## src/rtl/uart_rx_fifo.sv

```systemverilog
// Byte FIFO between UART receiver and transmitter with CTS flow control and paced tx handoff.
// Optional saturating dropped-byte counter: define UART_RX_FIFO_DROP_COUNT_EN.
//
// state        | meaning
// S_IDLE       | may hand the head byte to the transmitter when it is idle
// S_WAIT_BUSY  | start issued; waiting for tx_busy to rise (bounded by timeout)
// S_WAIT_DONE  | transmitter busy; waiting for it to finish
module uart_rx_fifo #(
  parameter int DEPTH_LOG2   = 4,
  parameter int CTS_MARGIN   = 4,
  parameter int BUSY_TIMEOUT = 4
) (
  input  logic                  i_clk,
  input  logic                  i_rst_n,
  input  logic                  i_in_valid,
  input  logic [7:0]            i_in_data,
  input  logic                  i_tx_busy,
  output logic                  o_tx_start,
  output logic [7:0]            o_tx_data,
  output logic                  o_uart_cts,
  output logic [DEPTH_LOG2:0]   o_fill,
  output logic                  o_overflow,
  output logic [7:0]            o_drop_count
);

  localparam int DEPTH = 1 << DEPTH_LOG2;
  localparam int TW    = (BUSY_TIMEOUT > 1) ? $clog2(BUSY_TIMEOUT) : 1;
  localparam logic [DEPTH_LOG2:0] L_DEPTH    = (DEPTH_LOG2+1)'(DEPTH);
  localparam logic [DEPTH_LOG2:0] L_MARGIN   = (DEPTH_LOG2+1)'(CTS_MARGIN);
  localparam logic [TW-1:0]       L_TMO_LOAD = TW'(BUSY_TIMEOUT - 1);

  typedef enum logic [1:0] {
    S_IDLE      = 2'd0,
    S_WAIT_BUSY = 2'd1,
    S_WAIT_DONE = 2'd2
  } state_t;

  state_t                r_state, w_state_nxt;
  logic [7:0]            r_mem [DEPTH];
  logic [DEPTH_LOG2-1:0] r_wr_ptr, r_rd_ptr;
  logic [DEPTH_LOG2:0]   r_fill, w_fill_nxt, w_free_nxt;
  logic [TW-1:0]         r_timer, w_timer_nxt;
  logic                  r_tx_start, r_uart_cts, r_overflow;
  logic [7:0]            r_tx_data;
  logic                  w_push, w_drop, w_pop;

  // A full FIFO drops the byte even when a pop frees a slot in the same cycle.
  assign w_push = i_in_valid && (r_fill != L_DEPTH);
  assign w_drop = i_in_valid && (r_fill == L_DEPTH);

  always_comb begin
    w_state_nxt = r_state;
    w_timer_nxt = r_timer;
    w_pop       = 1'b0;
    case (r_state)
      S_IDLE: begin
        if ((r_fill != '0) && !i_tx_busy) begin
          w_pop       = 1'b1;
          w_state_nxt = S_WAIT_BUSY;
          w_timer_nxt = L_TMO_LOAD;
        end
      end
      S_WAIT_BUSY: begin
        if (i_tx_busy)
          w_state_nxt = S_WAIT_DONE;
        else if (r_timer == '0)
          w_state_nxt = S_IDLE;
        else
          w_timer_nxt = r_timer - TW'(1);
      end
      S_WAIT_DONE: begin
        if (!i_tx_busy)
          w_state_nxt = S_IDLE;
      end
      default: w_state_nxt = S_IDLE;
    endcase
  end

  always_comb begin
    w_fill_nxt = r_fill;
    if (w_push && !w_pop)
      w_fill_nxt = r_fill + (DEPTH_LOG2+1)'(1);
    else if (!w_push && w_pop)
      w_fill_nxt = r_fill - (DEPTH_LOG2+1)'(1);
  end

  assign w_free_nxt = L_DEPTH - w_fill_nxt;

  always_ff @(posedge i_clk) begin
    if (w_push)
      r_mem[r_wr_ptr] <= i_in_data;
  end

  always_ff @(posedge i_clk or negedge i_rst_n) begin
    if (!i_rst_n) begin
      r_state    <= S_IDLE;
      r_timer    <= '0;
      r_wr_ptr   <= '0;
      r_rd_ptr   <= '0;
      r_fill     <= '0;
      r_tx_start <= 1'b0;
      r_tx_data  <= 8'h00;
      r_uart_cts <= 1'b0;
      r_overflow <= 1'b0;
    end else begin
      r_state    <= w_state_nxt;
      r_timer    <= w_timer_nxt;
      r_fill     <= w_fill_nxt;
      r_tx_start <= w_pop;
      r_uart_cts <= (w_free_nxt > L_MARGIN);
      if (w_push)
        r_wr_ptr <= r_wr_ptr + DEPTH_LOG2'(1);
      if (w_pop) begin
        r_tx_data <= r_mem[r_rd_ptr];
        r_rd_ptr  <= r_rd_ptr + DEPTH_LOG2'(1);
      end
      if (w_drop)
        r_overflow <= 1'b1;
    end
  end

`ifdef UART_RX_FIFO_DROP_COUNT_EN
  logic [7:0] r_drop_count;

  always_ff @(posedge i_clk or negedge i_rst_n) begin
    if (!i_rst_n)
      r_drop_count <= 8'h00;
    else if (w_drop && (r_drop_count != 8'hFF))
      r_drop_count <= r_drop_count + 8'd1;
  end

  assign o_drop_count = r_drop_count;
`else
  assign o_drop_count = 8'h00;
`endif

  assign o_tx_start = r_tx_start;
  assign o_tx_data  = r_tx_data;
  assign o_uart_cts = r_uart_cts;
  assign o_fill     = r_fill;
  assign o_overflow = r_overflow;

endmodule
```

## config.mk

```make
export PLATFORM = sky130hd
export DESIGN_NAME = uart_rx_fifo
export DESIGN_NICKNAME = d
export VERILOG_FILES = /design/src/rtl/uart_rx_fifo.sv
export SDC_FILE = /design/constraint.sdc
export NUM_CORES = 1
export LEC_CHECK = 0
export ABC_AREA = 1
export BUFFER_PORTS_ARGS = -buffer_cell sky130_fd_sc_hd__clkbuf_2
export CORE_MARGIN = 2
export CORE_UTILIZATION = 45
export DETAILED_ROUTE_END_ITERATION = 10
export PLACE_DENSITY = 0.65
export SYNTH_ARGS = -nofsm -noshare
export SYNTH_HDL_FRONTEND = slang
export SYNTH_SLANG_ARGS = --single-unit
```

## constraint.sdc

```tcl
create_clock -name i_clk -period 5.85 [get_ports i_clk]
set_input_delay 1.755 -clock i_clk [delete_from_list [all_inputs] [get_ports i_clk]]
set_output_delay 1.755 -clock i_clk [all_outputs]
set_load 0.01 [all_outputs]
```

==> results.md, run 1 <==
- Ant. Diodes: 0
- Critical path, cell by cell: clkbuf_2 -> nand2_4 -> inv_4 -> nand2_1 -> nor2_1
- Final worst-path cycle share: 48.6%
- CTS tree: done
- Worst vdd ir: 0.000269 V
- Die Y: 124 µm
- Final worst slack: 3.01 ns
- Post-CTS Setup Inserts: 0
- Register area share after synthesis: 69.7%
- Clk_skew: 0.00781 ns
- DIE AREA: 15500 µm²
- Worst setup SP type: primary input
- Max_cap viols: 0
- Resized cells post-CTS: 0
- Final HPWL DP: 9320 µm
- Routability Congestion: 0.875
- Routed WL per cell: 19.2 µm
- Post-layout nets: 583
- Top cells by count, synth: edfxtp_1, nor2_1, o21ai_0
- Leakage: 2.62 nW
- Cell variety after synth: 32
- CTS buffer count: 17
- RSZ-0062 raised after global routing: false
- WP buf/inv: 2
- Fraction of registers with async set/reset: 17.9%
- Reg2reg path depth: 7
- Reg2Reg Setup Slack: 3.57 ns
- Min-Delay Path Class: register to register
- Reg2reg start: o_fill[0]
- Latest clock arrival within the worst-skew pair: 0.42 ns
- Hold EP: r_state[1]
- Ports: 36
- WHS Path Cells: 1
- Num rows: 43
- Port Buffers: 27
- Most area-hungry cell type in the Yosys netlist: edfxtp_1
- CP Capture Type: register
- Layout cell share with drive strength beyond 1: 12.8%
- Core Region: 14000 µm²
- Total track usage: 19.3%
- Main synth FF type: edfxtp_1
- Pin count of the biggest net entering global routing: 67
- Most common cell in the netlist: edfxtp_1
- Required @ worst endpoint: 5.90 ns
- Yosys top cell area share: 58.9%
- DR vias: 4154
- Max_slew headroom: 46.0%
- Pre-CTS setup slack: 2.56 ns
- CP max FO: 12
- Slew Viols, Final: 0
- Crit path max-delay cell type: nor2_1
- Crit path kind: primary input to register
- Clock transition at path regs: 0.06 ns
- Post-route ant nets: 0
- Least-Margin Pin Slew: 0.811 ns
- Delay-heaviest family, CP: simple AND/OR/NAND/NOR gates
- Antenna violations before repair: 0
- Area Growth Syn to Fin: 12.2%
- Hold Startpoint: r_state[0]
- First-pass GRT wire length: 22700 µm
- Initial DRC Count: 599
- Avg Cell Area, Syn: 12.0 µm²
- Status: finished clean
- Final wirelength: 14500 µm
- Final hold violations: 0
- DRT Pass-1 Iters: 5
- Min Tclk post-route: 2.84 ns
- Clock Sinks: 156
- Pwr/cell area: 517 nW/µm²
- Setup TNS: 0 ns
- DR vias/cell: 5.49
- Ranking of synthesized cells by area: edfxtp_1, dfrtp_1, nor2_1
- Gr ovfl total: 0
- Final setup fails: 0
- Vias in the first global route: 4009
- Syn Inst Count: 542
- Chip width: 124 µm
- Highest clock rate: 0.352 GHz
- # hold bufs at CTS: 0
- Starting density of the core: 46.4%
- CTS root buf: clkbuf_16
- RR Endpoint: r_mem[15][4]
- Max Buffers Root-to-Sink: 2
- Cell area after synthesis: 6520 µm²
- Post-synth EDFFs: 128
- CP arrival: 2.89 ns
- Synthesized flop and latch total: 156
- Drc violations: 0
- H-tree levels: 4
- Synth warnings: 0
- Critical path's largest stage delay: 0.59 ns
==> sequential cells by signal (all words and copies together), names as in the netlist <==
name / cells
o_overflow: 1
o_tx_data: 8
r_mem: 128
r_timer: 2
o_tx_start: 1
r_rd_ptr: 4
o_uart_cts: 1
o_fill: 5
r_wr_ptr: 4
r_state: 2
==> logic make-up (layout without fill, tap and decap cells) <==
| group | count (synthesis) | after routing | share of synthesized area, % |
|---|---|---|---|
| compound gates | 121 | 121 | 10.9 |
| xor+xnor | 9 | 9 | 1.21 |
| fa+ha+maj | 8 | 8 | 1.53 |
| buf+inv | 62 | 89 | 4.74 |
| flops | 156 | 156 | 69.7 |
| other cells | 1 | 8 | 0.0575 |
| simple gates | 185 | 185 | 11.9 |
==> where the power goes <==
group	internal (mW)	leakage (nW)	switching, mW	total [mW]
clock	0.669	0.267	0.420	1.09
sequential	1.39	1.48	0.126	1.51
combinational	0.358	0.875	0.821	1.18
total	2.42	2.62	1.37	3.78
==> cell type report <==
cell class	count	area (µm²)
Clock inverter	11	145
Fill cell	1176	6730
Multi-Input combinational cell	331	1690
Tap cell	180	225
Sequential cell	156	4550
Timing Repair Buffer	30	158
Clock buffer	21	440
Inverter	27	106
==> cells in the final DEF, fill, tap and decap left out, types with 7 or more instances in the layout <==
cell         n
a31oi_1      7
clkbuf_16   17
clkbuf_2    27
conb_1       8
dfrtp_1     27
edfxtp_1   128
ha_1         8
inv_1       23
nand2_1     37
nand3_1     16
nor2_1     116
o211ai_1    28
o21ai_0     73
xor2_1       9
==> metal layers <==
layer / part of all wire [%] / global-route usage [%]
met2: 48 / 30.2
met5: 0 / 0
met3: 7.0 / 4.85
met1: 43 / 26.6
met4: 2.1 / 5.88
==> metrics by stage <==
step	hold slack, ns	power, mW	instances	util [%]	instance area, µm²
after CTS	0.439	3.80	756	52.1	7310
final	0.436	3.78	756	52.1	7310
after floorplan	0.414	2.35	549	-	6550
after global placement	0.423	2.68	724	47.9	6730
after detailed placement	0.431	2.72	724	47.9	6730
after global routing	0.482	4.00	756	52.1	7310
==> worst max path at each step <==
stage | startpoint | end | slack, ns | cells past startpoint
after floorplan | i_in_valid | r_mem[11][0] | 2.98 | 5
after global placement | i_in_valid | r_mem[15][1] | 2.63 | 5
after detailed placement | i_in_valid | r_mem[4][3] | 2.56 | 5
after CTS | o_fill[2] | o_fill[2] | 3.01 | 1
after global routing | i_in_valid | r_mem[5][7] | 2.90 | 5
final | i_in_valid | r_mem[15][4] | 3.01 | 5
No activity file was read; power rests on OpenSTA's default activity.
==> run 2: changes to the inputs <==
- PLACE_DENSITY: 0.65 -> 0.67
- clock period: 5.85 -> 2.5 ns (I/O delays scaled with it)
==> run 2 against run 1 <==
Final area is 2.2% higher. Sequential share of layout area decreased by 1.4 points. Highest routed layer unchanged. Global-route usage decreased by 2.0 points. Total power grew 130%. Utilization up 1.2 points. First-iteration DRC count decreased by 21%. Critical endpoint is now o_uart_cts. Combinational power grew 130%. Routed wire length fell by 12%. Die area unchanged. Register-to-register slack worse by 3.0 ns.
==> results.md, run 2 (same netlist as run 1, synthesis figures left out) <==
- Status: finished clean
- Internal Pwr Total: 5.69 mW (+140%)
- Num rows: 43 (unchanged)
- Clock network fraction of total power: 27.7% (-1.1 points)
- Least-Margin Pin Slew: 0.771 ns (-0.0392 ns)
- Max Buffers Root-to-Sink: 2 (unchanged)
- Final HPWL DP: 8400 µm (-9.9%)
- Final Non-Filler Cells: 776 (+2.6%)
- CP Capture Type: register
- CP max FO: 23 (+11)
- Max Used Layer: met4
- Number of flip-flops in the largest register: 128 (unchanged)
- Min-Delay Path Class: primary input to asynchronous set/reset pin
- Total track usage: 17.2% (-2.0 points)
- Filler instances: 1170 (-0.51%)
- Net switching power: 3.03 mW (+120%)
- Min Hold Slack: 0.398 ns (-0.0379 ns)
- Clock transition at path regs: 0.06 ns (about the same)
- DR vias: 4137 (-0.41%)
- Initial DRC Count: 474 (-21%)
- Required @ worst endpoint: 2.81 ns (-3.09 ns)
- Final worst-path cycle share: 79.0%
- Dpl cells: 744 (+2.8%)
- Area Growth Syn to Fin: 14.7%
- Critical path, cell by cell: inv_1 -> ha_1 -> nand3_1 -> nand2_4 -> inv_4 -> nand2_2 -> nand2_1 -> xor2_1 -> nand2_1 -> nor2_1 -> nor2_1
- Leakage: 2.76 nW (+5.2%)
- RSZ-0062 raised after global routing: false
- Worst setup SP type: register
- Delay-heaviest family, CP: simple AND/OR/NAND/NOR gates
- Starting density of the core: 46.4% (unchanged)
- Die Y: 124 µm (unchanged)
- Gr ovfl total: 0 (unchanged)
- Commonest non-fill, non-tap cells in the layout: edfxtp_1, nor2_1, o21ai_0
- Sequential Power Share: 40.8% (+0.8 points)
- WP buf/inv: 2 (unchanged)
- Min Tclk post-route: 1.98 ns
- Switching share of power: 34.7% (-1.4 points)
- Routability Congestion: 0.814 (-6.9%)
- Antenna violations before repair: 0 (unchanged)
- Resized cells post-CTS: 0 (unchanged)
- CTS buffer count: 17 (unchanged)
- CTS tree: done
- Post-layout nets: 603 (+3.4%)
- Clock Sinks: 156 (unchanged)
- Critical path's largest stage delay: 0.41 ns (-0.18 ns)
- Met2 routed WL: 6270 µm (-9.6%)
- CP arrival: 2.29 ns (-0.60 ns)
- Commonest non-fill, non-tap cell in the layout: edfxtp_1
- Final wirelength: 12800 µm (-12%)
- Most flops, register: r_mem
- Ports: 36 (unchanged)
- Pwr/cell area: 1170 nW/µm² (+130%)
- Max_slew headroom: 48.6% (+2.6 points)
- Chip width: 124 µm (unchanged)
- Latest clock arrival within the worst-skew pair: 0.42 ns (about the same)
- Port Buffers: 27 (unchanged)
- Metal-1 WL: 5710 µm (-9.4%)
- Logic pwr share: 31.5% (+0.3 points)
- Setup TNS: 0 ns (unchanged)
- Max_cap viols: 0 (unchanged)
- Routed WL per cell: 16.5 µm (-14%)
- WL met3: 517 µm (-49%)
- Core Region: 14000 µm² (unchanged)
- Worst vdd ir: 0.000462 V (+72%)
- Post-route ant nets: 0 (unchanged)
- Highest clock rate: 0.506 GHz
- Pin count of the biggest net entering global routing: 66 (-1.5%)
- Ant. Diodes: 0 (unchanged)
- First-pass GRT wire length: 20600 µm (-9.2%)
- H-tree levels: 4 (unchanged)
- Final setup fails: 0 (unchanged)
- Layout cell share with drive strength beyond 1: 16.1% (+3.3 points)
- DR vias/cell: 5.33 (-3.0%)
- Drc violations: 0 (unchanged)
- DIE AREA: 15500 µm² (unchanged)
- Slew Viols, Final: 0 (unchanged)
- Crit path kind: register to register
- DRT Pass-1 Iters: 5 (unchanged)
- Final hold violations: 0 (unchanged)
- Crit path max-delay cell type: dfrtp_1
- # hold bufs at CTS: 0 (unchanged)
- Vias in the first global route: 4003 (-0.15%)
- CTS root buf: clkbuf_16
- Post-CTS Setup Inserts: 0 (unchanged)
- Clk_skew: 0.00815 ns (+0.000346 ns)
## run 2: cell types whose count changed in the layout (fill, tap and decap cells not counted)
cell        delta
clkinv_4       +1
inv_6          -1
clkbuf_1       -1
clkinv_2       +2
clkinv_1       -1
buf_12         +2
buf_4         +18
clkbuf_16      +1
inv_4          +1
bufinv_16      -3
clkinvlp_4     -5
clkbuf_8       +6
## run 2: final cells by class
class | instances | area, µm² | share of cell area (%)
Timing Repair Buffer | 50 | 333 | 4.45
Clock inverter | 5 | 30.0 | 0.402
Sequential cell | 156 | 4550 | 60.8
Inverter | 27 | 106 | 1.42
Tap cell | 180 | 225 | 3.01
Clock buffer | 27 | 544 | 7.28
Multi-Input combinational cell | 331 | 1690 | 22.7
## run 2: worst paths after layout
kind	from	end	slack, ns	cells after the start
max	o_fill[0]	o_uart_cts	0.52	11
min	i_rst_n	o_fill[2]	0.40	1
max reg2reg	o_fill[0]	o_uart_cts	0.52	11
min reg2reg	r_state[0]	r_state[1]	0.44	1
max in group asynchronous	i_rst_n	r_rd_ptr[0]	1.56	1
min in group i_clk	r_state[0]	r_state[1]	0.44	1
## run 2: power by group through the flow
stage               clock [mW]  combinational [mW]  sequential [mW]
CTS                       2.46                2.77             3.56
global route              2.55                3.11             3.61
global placement             0                2.69             3.58
floorplan                    0                1.96             3.53
finish                    2.42                2.75             3.56
detailed placement           0                2.76             3.61
## run 2: layer usage
metal,track usage (%),vias up
li1,-,1986
met1,21.9,2019
met2,28.4,106
met3,3.74,26
met4,7.80,0
met5,0,-
## run 2: through the flow
stage	worst slack, ns	power, mW	utilization (%)	cell area, µm²
floorplan	0.529	5.49	-	6550
global placement	0.435	6.28	49.2	6900
detailed placement	0.387	6.37	49.2	6900
CTS	0.516	8.79	53.3	7480
global route	0.314	9.27	53.3	7480
finish	0.525	8.72	53.3	7480
